### src/rtl/loop_filter_gs.sv
// Second-order PI carrier-loop filter with acquisition/tracking gear shift,
// saturating integrator and output, hold/clear controls and an output strobe.
module loop_filter_gs #(
    parameter int DW         = 26,
    parameter int GW         = 4,
    parameter int UPD_PERIOD = 8,
    parameter int SW         = 5
) (
    input  logic                 clk,
    input  logic                 rst,
    input  logic signed [DW-1:0] pd,
    input  logic [SW-1:0]        acq_c1_sh,
    input  logic [SW-1:0]        acq_c2_sh,
    input  logic [SW-1:0]        trk_c1_sh,
    input  logic [SW-1:0]        trk_c2_sh,
    input  logic [15:0]          gear_len,
    input  logic                 hold,
    input  logic                 clear_int,
    output logic signed [DW-1:0] frequency_df,
    output logic                 df_valid,
    output logic                 mode_trk,
    output logic                 sat_flag
);

    localparam int CW   = (UPD_PERIOD > 2) ? $clog2(UPD_PERIOD) : 1;
    localparam int SUMW = DW + GW;
    localparam int AW   = SUMW + 1;
    localparam logic signed [AW-1:0] MAX_A = $signed((AW'(1) << (DW - 1)) - AW'(1));
    localparam logic signed [AW-1:0] MIN_A = ~MAX_A;

    typedef enum logic {
        ACQ = 1'b0,
        TRK = 1'b1
    } gear_e;

    gear_e                 state_q, state_d;
    logic [CW-1:0]         cnt_q, cnt_d;
    logic signed [SUMW-1:0] sum_q, sum_d;
    logic signed [DW-1:0]  pd_cap_q, pd_cap_d;
    logic signed [DW-1:0]  freq_q, freq_d;
    logic                  df_valid_q, df_valid_d;
    logic                  upd_pend_q, upd_pend_d;
    logic                  sat_q, sat_d;
    logic [15:0]           gear_cnt_q, gear_cnt_d;
    logic [SW-1:0]         c1_sh, c2_sh;
    logic signed [AW-1:0]  int_sum, out_sum;

    // Floor shift; any shift of DW or more collapses to the sign (0 or -1).
    function automatic logic signed [AW-1:0] shr_ext(input logic signed [DW-1:0] x,
                                                     input logic [SW-1:0] sh);
        logic signed [DW-1:0] r;
        if (int'(sh) >= DW) r = x[DW-1] ? '1 : '0;
        else                r = x >>> sh;
        return $signed({{(AW-DW){r[DW-1]}}, r});
    endfunction

    function automatic logic signed [AW-1:0] clamp(input logic signed [AW-1:0] v);
        if (v > MAX_A) return MAX_A;
        if (v < MIN_A) return MIN_A;
        return v;
    endfunction

    function automatic logic ovf(input logic signed [AW-1:0] v);
        return (v > MAX_A) || (v < MIN_A);
    endfunction

    always_comb begin
        c1_sh = (state_q == TRK) ? trk_c1_sh : acq_c1_sh;
        c2_sh = (state_q == TRK) ? trk_c2_sh : acq_c2_sh;
        int_sum = $signed({{(AW-SUMW){sum_q[SUMW-1]}}, sum_q}) + shr_ext(pd, c2_sh);
        out_sum = $signed({{(AW-SUMW){sum_q[SUMW-1]}}, sum_q}) + shr_ext(pd_cap_q, c1_sh);
    end

    always_comb begin
        cnt_d      = (cnt_q == CW'(UPD_PERIOD - 1)) ? '0 : cnt_q + CW'(1);
        state_d    = state_q;
        sum_d      = sum_q;
        pd_cap_d   = pd_cap_q;
        freq_d     = freq_q;
        df_valid_d = 1'b0;
        upd_pend_d = upd_pend_q;
        sat_d      = sat_q;
        gear_cnt_d = gear_cnt_q;

        if (cnt_q == '0) begin
            upd_pend_d = !hold;
            if (!hold) begin
                pd_cap_d = pd;
                sum_d    = SUMW'(clamp(int_sum));
                if (ovf(int_sum)) sat_d = 1'b1;
                if (state_q == ACQ) gear_cnt_d = gear_cnt_q + 16'd1;
            end
        end else if (cnt_q == CW'(1) && upd_pend_q) begin
            upd_pend_d = 1'b0;
            freq_d     = DW'(clamp(out_sum));
            df_valid_d = 1'b1;
            if (ovf(out_sum)) sat_d = 1'b1;
        end

        // The switch lands one edge after the count reaches gear_len, so the
        // output of the last acquisition update still uses acquisition gains.
        if (state_q == ACQ && gear_cnt_q >= gear_len) state_d = TRK;

        if (clear_int) begin
            sum_d = '0;
            sat_d = 1'b0;
        end
    end

    always_ff @(posedge clk) begin
        if (!rst) begin
            state_q    <= ACQ;
            cnt_q      <= '0;
            sum_q      <= '0;
            pd_cap_q   <= '0;
            freq_q     <= '0;
            df_valid_q <= 1'b0;
            upd_pend_q <= 1'b0;
            sat_q      <= 1'b0;
            gear_cnt_q <= '0;
        end else begin
            state_q    <= state_d;
            cnt_q      <= cnt_d;
            sum_q      <= sum_d;
            pd_cap_q   <= pd_cap_d;
            freq_q     <= freq_d;
            df_valid_q <= df_valid_d;
            upd_pend_q <= upd_pend_d;
            sat_q      <= sat_d;
            gear_cnt_q <= gear_cnt_d;
        end
    end

    assign frequency_df = freq_q;
    assign df_valid     = df_valid_q;
    assign mode_trk     = (state_q == TRK);
    assign sat_flag     = sat_q;

endmodule

### config.mk
export PLATFORM = sky130hd
export DESIGN_NAME = loop_filter_gs
export DESIGN_NICKNAME = d
export VERILOG_FILES = /design/src/rtl/loop_filter_gs.sv
export SDC_FILE = /design/constraint.sdc
export NUM_CORES = 1
export LEC_CHECK = 0
export BUFFER_PORTS_ARGS = -buffer_cell sky130_fd_sc_hd__buf_2
export CAP_MARGIN = 25
export CORE_ASPECT_RATIO = 1.2
export CORE_MARGIN = 5
export CORE_UTILIZATION = 30
export CTS_CLUSTER_SIZE = 16
export DETAILED_ROUTE_END_ITERATION = 16
export PLACE_DENSITY = 0.48
export SLEW_MARGIN = 20
export SYNTH_ARGS = -nofsm -noshare
export SYNTH_HDL_FRONTEND = slang
export SYNTH_SLANG_ARGS = --single-unit
### constraint.sdc
create_clock -name clk -period 8.6 [get_ports clk]
set_input_delay 2.15 -clock clk [delete_from_list [all_inputs] [get_ports clk]]
set_output_delay 2.15 -clock clk [all_outputs]
set_load 0.01 [all_outputs]
==> results.cfg <==
[clock_network]
cts_buffers = 9
clk_pin_slew_ns = 0.07
postCtsSetupBuffers = 0
tritoncts = yes
cts_sinks = 105
htreeDepth = 3
insertion_delay_ns = 0.38
cts_resized = 0
clockBufferDepth = 2
clock-root-buffer = clkbuf_16
cts_hold_buf = 0

[synthesis]
yosysTopAreaCellShare = 0.202
yosys_warnings = 0
synth.distinct_cells = 66
synth_nets = 1557
post-synth-top-count-cell = nand2_1
seq_area_frac_synth = 0.202
synth_ff_type = dfxtp_1
synth_area_um2 = 10400
synth_common_cells = nand2_1, a21oi_1, mux2i_1
syn_avg_cell_area_um2 = 7.42
synth_edf_count = 0
synth_seq_cells = 105
synth-async-reset-ratio = 0
synth_area_leader_cell = dfxtp_1
synthTopCellsByArea = dfxtp_1, mux2i_1, ha_1
synthCells = 1400

[power_and_ir_drop]
ir_drop_mv = 0.0795
power_mw = 1.52
powerDensity_nw_per_um2 = 130
cellLeakagePower_nw = 5.35

[floorplanning]
io_pins = 95
fp.dieW_um = 180
rows = 74
core_area_um2 = 34200
initial_core_util = 0.304
die_y_um = 214
die_area_um2 = 38500

[grt]
overflow = 0
grt_pass1_wl_um = 52100
grt_pass1_vias = 9769
grt_max_degree = 76
antenna_found_initial = 0
grt_usage = 0.165

[placed_design]
hpwl_um = 26200
portBuffers = 94
place_area_um2 = 11400
gp_congestion = 0.892
pre_cts_slack_ns = 1.03

[sta]
rsz0062_at_grt = false
slew_headroom = 0.368
max_freq_mhz = 138
finalHoldViolations = 0
tightest_slew_ns = 0.928
skew_ns = 0.00989
period_minus_slack_ns = 7.27
setup_tns_ns = 0
slew_violations = 0
timing.final.ws_setup_ns = 1.33
post-route-period-util = 0.845
holdWs_ns = 0.480
setup_violations = 0

[drt]
totalWireLength_um = 32500
route.detailed.wl_per_inst_um = 17.0
drtIter0Drc = 539
vias = 9973
drc = 0
dr.pass1.iters = 6
viasPerCell = 5.21
drtAntennaViolNets = 0

[final_layout]
stdcell_area_um2 = 11700
final_nets = 1610
multi_input_area_um2 = 7930
syn_to_final_growth_pct = 12.5
nFillCells = 3662
n_antenna_cell = 0
seq_area_um2 = 2100
drive_above_1_share = 0.131

[worst_hold_path]
hp-class = reg -> reg

[worst_setup_path]
arrival_ns = 7.54
start_kind = input pin
path_class = in -> reg
endpoint_kind = flop
crit_required_ns = 8.87
crit_fanout = 26

[run_status]
status = completed

[flow_run]
maxCapViolCount = 0
[cell families (layout without fill, tap and decap cells)]
| group | Yosys count | count (layout) | synth area share |
|---|---|---|---|
| AO/OA/AOI/OAI | 457 | 457 | 0.273 |
| XOR/XNOR | 58 | 58 | 0.0489 |
| adder cells (fa/ha/maj) | 91 | 91 | 0.111 |
| buffers and inverters | 108 | 166 | 0.0421 |
| flip-flops | 105 | 105 | 0.202 |
| multiplexers | 140 | 140 | 0.137 |
| AND/OR/NAND/NOR | 441 | 441 | 0.186 |
[layer usage]
metal / wire length, um / part of all wire / vias to the layer above / global-route usage
met3: 1000 / 0.031 / 46 / 0.0254
li1: - / - / 5131 / -
met2: 16400 / 0.50 / 177 / 0.300
met5: 0 / 0 / - / 0
met1: 14500 / 0.44 / 4619 / 0.200
met4: 656 / 0.020 / 0 / 0.0455
[flip-flops by register name, summed over array words and instances, names as in the netlist]
register and count:
cnt_q 3, upd_pend_q 1, frequency_df 26, gear_cnt_q 16
sum_q 30, sat_flag 1, pd_cap_q 26, mode_trk 1
df_valid 1
[cells in the final DEF (no fill, tap or decap), types with 22 or more instances in the layout]
cell,n
buf_2,94
xnor2_1,41
a21oi_1,149
mux2i_1,119
o21ai_0,123
dfxtp_1,105
a21boi_0,35
nor2_1,89
a21o_1,33
nand3_1,34
buf_4,22
ha_1,89
inv_1,33
nand2_1,227
[final timing paths]
check / startpoint / to / slack, ns / cells after the start
max: acq_c2_sh[0] / sat_flag / 1.33 / 21
min: pd_cap_q[18] / pd_cap_q[18] / 0.48 / 2
max reg2reg: mode_trk / sat_flag / 2.06 / 21
min reg2reg: pd_cap_q[18] / pd_cap_q[18] / 0.48 / 2
[power by group]
part	internal (mW)	switching (mW)	total [mW]
combinational	0.207	0.339	0.546
sequential	0.508	0.0243	0.532
clock	0.245	0.199	0.444
[worst max-delay path, stage by stage]
cell	delay [ns]
buf_2	0.11
mux2i_4	0.48
buf_4	0.37
mux2i_1	0.34
mux2i_1	0.15
mux2i_1	0.25
nand2_1	0.08
o21ai_0	0.14
a21oi_1	0.20
ha_1	0.37
a211oi_1	0.32
o211ai_1	0.26
a21oi_1	0.31
o21bai_2	0.14
a21oi_1	0.34
o211ai_1	0.21
or3_4	0.37
o41ai_4	0.20
buf_4	0.34
a21oi_1	0.14
a221o_1	0.26
[metrics by stage]
step / utilization / instances
final: 0.342 / 1914
after global routing: 0.342 / 1914
after CTS: 0.342 / 1913
after detailed placement: 0.332 / 1897
after global placement: 0.332 / 1897
after floorplan: - / 1400
[cell type report]
type / instances / area share
Clock buffer: 12 / 0.0219
Clock inverter: 4 / 0.00503
Inverter: 33 / 0.0106
Multi-Input combinational cell: 1187 / 0.678
Sequential cell: 105 / 0.180
Tap cell: 456 / 0.0488
Timing Repair Buffer: 117 / 0.0561
(Power assumes the default switching activity.)
